--- src/rtl/vu_pkg.sv ---
// Shared definitions for the VU meter colour path.
// Contents: colour word width, default LED count, the black colour word used
// for unlit slots, and the frame reader FSM state encoding.
package vu_pkg;

    localparam int DATA_W = 24;
    localparam int N_LEDS = 16;

    localparam logic [DATA_W-1:0] COLOUR_BLACK = 24'h000000;

    typedef enum logic [2:0] {
        S_IDLE,
        S_FETCH,
        S_CAPTURE,
        S_SEND,
        S_DONE
    } state_t;

endpackage

--- src/rtl/rom_frame_reader_if.sv ---
// Colour word stream from the frame reader to the LED serializer.
//   data  : colour word (GRB 8/8/8)
//   valid : data holds a word
//   ready : serializer accepts the word on this edge
//   last  : word belongs to the final LED slot of the frame
// master = frame reader, slave = serializer.
interface rom_frame_reader_if #(
    parameter int DATA_W = vu_pkg::DATA_W
) ();

    logic [DATA_W-1:0] data;
    logic              valid;
    logic              ready;
    logic              last;

    modport master (output data, output valid, output last, input ready);
    modport slave  (input data, input valid, input last, output ready);

endinterface

--- src/rtl/rom_frame_reader.sv ---
// Read-side master for the VU meter colour ROM.
// Per frame request it walks N_LEDS slots: lit slots (idx < level) read
// ROM[base+idx] (address wraps), unlit slots emit black. Words leave on a
// valid/ready stream with last marking the final slot; o_done pulses once
// per completed frame.
// Ports:
//   i_clk, i_rst_n         clock, synchronous active-low reset
//   i_start, i_base,
//   i_level                frame request (sampled only in IDLE)
//   o_busy, o_done         frame in progress / one-cycle frame end pulse
//   o_rom_addr, o_rom_ren,
//   i_rom_data             registered-read ROM port (1-cycle latency)
//   stream                 colour word stream to the serializer
module rom_frame_reader #(
    parameter int ADDR_W = 8,
    parameter int DATA_W = vu_pkg::DATA_W,
    parameter int N_LEDS = vu_pkg::N_LEDS,
    parameter int CNT_W  = 5
) (
    input  logic                    i_clk,
    input  logic                    i_rst_n,
    input  logic                    i_start,
    input  logic [ADDR_W-1:0]       i_base,
    input  logic [CNT_W-1:0]        i_level,
    output logic                    o_busy,
    output logic [ADDR_W-1:0]       o_rom_addr,
    output logic                    o_rom_ren,
    input  logic [DATA_W-1:0]       i_rom_data,
    rom_frame_reader_if.master      stream,
    output logic                    o_done
);

    import vu_pkg::*;

    state_t              state, state_nxt;
    logic [CNT_W-1:0]    idx, idx_nxt;
    logic [CNT_W-1:0]    lvl, lvl_nxt;
    logic [ADDR_W-1:0]   base, base_nxt;
    logic [ADDR_W-1:0]   addr_r, addr_nxt;
    logic                ren_r, ren_nxt;
    logic [DATA_W-1:0]   data_r, data_nxt;
    logic                valid_r, valid_nxt;
    logic                last_r, last_nxt;
    logic                busy_r, busy_nxt;
    logic                done_r, done_nxt;

    logic [CNT_W-1:0]    lvl_in;
    logic [CNT_W-1:0]    idx_inc;
    logic                is_last;

    assign lvl_in  = (i_level > CNT_W'(N_LEDS)) ? CNT_W'(N_LEDS) : i_level;
    assign idx_inc = idx + CNT_W'(1);
    assign is_last = (idx == CNT_W'(N_LEDS - 1));

    always_ff @(posedge i_clk) begin
        if (!i_rst_n) begin
            state   <= S_IDLE;
            idx     <= '0;
            lvl     <= '0;
            base    <= '0;
            addr_r  <= '0;
            ren_r   <= 1'b0;
            data_r  <= '0;
            valid_r <= 1'b0;
            last_r  <= 1'b0;
            busy_r  <= 1'b0;
            done_r  <= 1'b0;
        end else begin
            state   <= state_nxt;
            idx     <= idx_nxt;
            lvl     <= lvl_nxt;
            base    <= base_nxt;
            addr_r  <= addr_nxt;
            ren_r   <= ren_nxt;
            data_r  <= data_nxt;
            valid_r <= valid_nxt;
            last_r  <= last_nxt;
            busy_r  <= busy_nxt;
            done_r  <= done_nxt;
        end
    end

    // The ROM request for a slot is registered on the edge that enters FETCH,
    // so the FETCH cycle itself presents ren/addr to the ROM and CAPTURE sees
    // the read data. ren defaults low, making it a single-cycle pulse.
    always_comb begin
        state_nxt = state;
        idx_nxt   = idx;
        lvl_nxt   = lvl;
        base_nxt  = base;
        addr_nxt  = addr_r;
        ren_nxt   = 1'b0;
        data_nxt  = data_r;
        valid_nxt = valid_r;
        last_nxt  = last_r;
        busy_nxt  = busy_r;
        done_nxt  = 1'b0;

        unique case (state)
            S_IDLE: begin
                if (i_start) begin
                    base_nxt  = i_base;
                    lvl_nxt   = lvl_in;
                    idx_nxt   = '0;
                    busy_nxt  = 1'b1;
                    ren_nxt   = (lvl_in != '0);
                    addr_nxt  = i_base;
                    state_nxt = S_FETCH;
                end
            end
            S_FETCH: begin
                if (idx < lvl) begin
                    state_nxt = S_CAPTURE;
                end else begin
                    data_nxt  = DATA_W'(COLOUR_BLACK);
                    valid_nxt = 1'b1;
                    last_nxt  = is_last;
                    state_nxt = S_SEND;
                end
            end
            S_CAPTURE: begin
                data_nxt  = i_rom_data;
                valid_nxt = 1'b1;
                last_nxt  = is_last;
                state_nxt = S_SEND;
            end
            S_SEND: begin
                if (stream.ready) begin
                    valid_nxt = 1'b0;
                    last_nxt  = 1'b0;
                    if (last_r) begin
                        busy_nxt  = 1'b0;
                        done_nxt  = 1'b1;
                        state_nxt = S_DONE;
                    end else begin
                        idx_nxt   = idx_inc;
                        ren_nxt   = (idx_inc < lvl);
                        addr_nxt  = base + ADDR_W'(idx_inc);
                        state_nxt = S_FETCH;
                    end
                end
            end
            S_DONE: begin
                state_nxt = S_IDLE;
            end
            default: begin
                state_nxt = S_IDLE;
            end
        endcase
    end

    assign o_busy       = busy_r;
    assign o_rom_addr   = addr_r;
    assign o_rom_ren    = ren_r;
    assign o_done       = done_r;
    assign stream.data  = data_r;
    assign stream.valid = valid_r;
    assign stream.last  = last_r;

endmodule

--- src/flat_wrapper.sv ---
// flat-port wrapper written by rule: the top's interface ports become plain ports
module rom_frame_reader_flat import vu_pkg::*;
#(
    parameter int ADDR_W = 8,
    parameter int DATA_W = vu_pkg::DATA_W,
    parameter int N_LEDS = vu_pkg::N_LEDS,
    parameter int CNT_W  = 5
)
  (i_clk, i_rst_n, i_start, i_base, i_level, o_busy, o_rom_addr, o_rom_ren, i_rom_data, o_done, stream_data, stream_valid, stream_last, stream_ready);
  rom_frame_reader_if #(.DATA_W(DATA_W)) stream_i ();
  input  logic i_clk;
  input  logic i_rst_n;
  input  logic i_start;
  input  logic [ADDR_W-1:0] i_base;
  input  logic [CNT_W-1:0] i_level;
  output logic o_busy;
  output logic [ADDR_W-1:0] o_rom_addr;
  output logic o_rom_ren;
  input  logic [DATA_W-1:0] i_rom_data;
  output logic o_done;
  output wire logic [$bits(stream_i.data)-1:0] stream_data;
  output wire logic [$bits(stream_i.valid)-1:0] stream_valid;
  output wire logic [$bits(stream_i.last)-1:0] stream_last;
  input wire logic [$bits(stream_i.ready)-1:0] stream_ready;
  assign stream_data = stream_i.data;
  assign stream_valid = stream_i.valid;
  assign stream_last = stream_i.last;
  assign stream_i.ready = stream_ready;
  rom_frame_reader #(.ADDR_W(ADDR_W), .DATA_W(DATA_W), .N_LEDS(N_LEDS), .CNT_W(CNT_W)) u_core (.i_clk(i_clk), .i_rst_n(i_rst_n), .i_start(i_start), .i_base(i_base), .i_level(i_level), .o_busy(o_busy), .o_rom_addr(o_rom_addr), .o_rom_ren(o_rom_ren), .i_rom_data(i_rom_data), .stream(stream_i), .o_done(o_done));
endmodule
--- config.mk ---
export PLATFORM = sky130hd
export DESIGN_NAME = rom_frame_reader_flat
export DESIGN_NICKNAME = d
export VERILOG_FILES = /design/src/rtl/vu_pkg.sv /design/src/rtl/rom_frame_reader_if.sv /design/src/rtl/rom_frame_reader.sv /design/src/flat_wrapper.sv
export SDC_FILE = /design/constraint.sdc
export NUM_CORES = 1
export LEC_CHECK = 0
export CAP_MARGIN = 25
export CORE_MARGIN = 3
export CORE_UTILIZATION = 40
export CTS_BUF_LIST = sky130_fd_sc_hd__clkbuf_8
export CTS_CLUSTER_DIAMETER = 200
export DETAILED_ROUTE_END_ITERATION = 8
export PLACE_DENSITY = 0.69
export SLEW_MARGIN = 20
export SYNTH_ARGS = -nofsm -noshare
export SYNTH_HDL_FRONTEND = slang
export SYNTH_SLANG_ARGS = --single-unit
--- constraint.sdc ---
create_clock -name i_clk -period 5.51 [get_ports i_clk]
set_input_delay 1.3775 -clock i_clk [delete_from_list [all_inputs] [get_ports i_clk]]
set_output_delay 1.3775 -clock i_clk [all_outputs]
set_load 0.01 [all_outputs]
==> results.toml <==
[run_status]
outcome = "finished, final reports clean"

[critical_path]
critical_path_required_ns = 5.78
crit_path_max_incr_delay_ns = 0.76
rrSetupSlack_ns = 2.95
timing.critical_path.buf_inv = 2
cp_max_fo = 24
path_cells = "clkdlybuf4s50_1 > clkinv_1 > a21oi_4 > a22o_1"
slowest_stage = "clkdlybuf4s50_1"
worstSetupPathType = "in2reg"
end_kind = "flop"
worst_ep_arrival_time_ns = 3.16
r2r-end = "u_core.o_rom_addr[7]"
regToRegStartpoint = "u_core.idx[0]"
crit_start = "i_rst_n"
crit_family = "buffers and inverters"
cp-start-kind = "primary input"
r2r_cells = 10

[synthesis]
synth_area_um2 = 2704
yosysSeqAreaShare = 0.4294
yosys_warnings = 0
ys_async_sr_fraction = 0
ys_types = 53
syn_inst = 289
synth-seq-cells = 58
ys.flop_type = "dfxtp_1"
synth_fp_nets = 346
avgSynthCellArea_um2 = 9.356
synth_edf_count = 0

[cts]
cts-buffers-inserted = 9
ctsResizeCount = 0
cts_tree = "done"
clkSinkCount = 58
clk_pin_slew_ns = 0.06
clockBufferDepth = 2
cts_root_buffer = "clkbuf_8"
clock_latency_ns = 0.33
postCtsSetupBuffers = 0
htree_levels = 3
hold_buffers = 0

[floorplan]
die_height_um = 88.22
die-area_um2 = 7782
coreArea_um2 = 6459
die_w_um = 88.22
rows = 29
start_util = 0.4186
pin_count = 78

[sta]
max_slew_margin = 0.4400
finalCritPeriodShare = 0.5237
hold_viol = 0
setup-tns-final_ns = 0
min_period_ns = 2.886
max_freq_ghz = 0.3466
setup_viol = 0
hold_ws_ns = 0.4575
tightest_slew_ns = 0.8354
rsz0062_at_grt = "no"
finalMaxSlewViolations = 0
finClkSkew_ns = 0.006167

[finish]
regArea_um2 = 1161
fillers = 581
antenna_cells = 0
final_common_cell = "clkdlybuf4s50_1"
final_layout_size_suffix_gt1_frac = 0.07880
finalNonFillerCells = 445
final_cell_mix = "clkdlybuf4s50_1, dfxtp_1, nand2_1"
nNetsFinal = 420
fin_util = 0.5730
multi_input_area_um2 = 1401
syn2layout_area_growth_pct = 36.88

[detailed_routing]
wl_per_cell_um = 14.62
drt_iter0_markers = 80
post_drt_via_cell_ratio = 5.229
drt_wl_total_um = 6508
drtPass1Iterations = 4
drc = 0
via_count = 2327
ant_nets = 0

[min_path]
hold_class = "reg2reg"
hold_end = "u_core.lvl[2]"
hold_start = "u_core.lvl[2]"
whs_path_depth = 2

[place]
dp_cells = 429
place_congestion = 0.8121
dp.final_hpwl_um = 4756
portBuffers = 77

[power_and_ir_drop]
p_per_area_nw_per_um2 = 307.2
p_leak_uw = 0.001459
ir_drop_uv = 148.5

[flow_run]
drv_cap = 0

[grt]
grt_pass1_vias = 2208
grt_first_pass_wirelength_um = 10650
antenna_found_initial = 0
track_usage = 0.1763
grt_max_degree = 26
overflow = 0
[area by class of cell]
class / count / area share
flip-flops and latches: 58 / 0.3137
well taps: 77 / 0.02603
clock inverters: 6 / 0.02197
multi-input cells: 205 / 0.3786
repair buffers: 79 / 0.2123
clock buffers: 10 / 0.03719
inverters: 10 / 0.01014
[metrics by stage]
step	total power [µW]	area (µm²)	worst slack (ns)
finish	1137	3701	2.624
global route	1192	3701	2.486
CTS	1149	3701	2.645
detailed placement	715.7	3482	2.311
global placement	714.2	3482	2.347
floorplan	618.1	2704	3.130
[worst max path at each step]
stage                                   to  slack, ns  cells after the start
floorplan                 u_core.o_rom_ren       3.13                      5
global placement     u_core.stream.data[1]       2.35                      4
detailed placement  u_core.stream.data[13]       2.31                      4
CTS                 u_core.stream.data[13]       2.64                      4
global route        u_core.stream.data[21]       2.49                      4
finish              u_core.stream.data[13]       2.62                      4
[routing by layer]
layer | up-vias | GRT usage | routed length (µm)
met5 | - | 0 | 0
met4 | 0 | 0.08654 | 125
met3 | 13 | 0.02980 | 230
met2 | 52 | 0.2692 | 3016
met1 | 1075 | 0.2414 | 3136
li1 | 1187 | - | -
[flip-flops by register name (all words and copies together), names as in the netlist]
signal               flops
u_core.state             3
u_core.base              8
u_core.stream.data      24
u_core.idx               5
u_core.o_rom_ren         1
u_core.stream.last       1
u_core.o_rom_addr        8
u_core.stream.valid      1
u_core.o_done            1
u_core.lvl               5
u_core.o_busy            1
[worst min-delay path: cells and delay by family, from the launching register on]
kind	cells	cell delay [ns]
AO/OA/AOI/OAI	1	0.05
flip-flops	1	0.31
AND/OR/NAND/NOR	1	0.05
[report_power, final]
group | switching (µW) | total, µW | leakage, µW | internal (µW)
combinational | 109 | 225 | 0.000872 | 116
clock | 167 | 431 | 0.000113 | 264
sequential | 28.5 | 482 | 0.000473 | 453
[synthesized netlist by cell type, types with 3 or more instances]
cell | instances | area, µm²
buf_4 | 4 | 30.03
ha_1 | 15 | 187.7
nand3_1 | 5 | 25.02
nand2_1 | 46 | 172.7
clkbuf_1 | 4 | 15.01
nor2_1 | 14 | 52.55
a21oi_1 | 22 | 110.1
inv_1 | 9 | 33.78
o21ai_0 | 5 | 25.02
o21ai_1 | 7 | 35.03
xor2_1 | 4 | 35.03
a311oi_1 | 3 | 26.28
a31oi_1 | 4 | 25.02
nor3_1 | 5 | 25.02
buf_2 | 5 | 25.02
xnor2_1 | 4 | 35.03
a22oi_1 | 3 | 22.52
buf_6 | 3 | 33.78
nand3b_1 | 6 | 45.04
a22o_1 | 24 | 210.2
dfxtp_1 | 58 | 1161
[logic make-up after synthesis]
| logic type | Yosys count | share of synthesized area |
|---|---|---|
| mux | 1 | 0.003702 |
| simple gates | 93 | 0.1795 |
| xor+xnor | 8 | 0.02591 |
| fa+ha+maj | 16 | 0.07682 |
| compound gates | 87 | 0.2323 |
| buf+inv | 26 | 0.05228 |
| flops | 58 | 0.4294 |
Power figures use the tool's default switching activity.
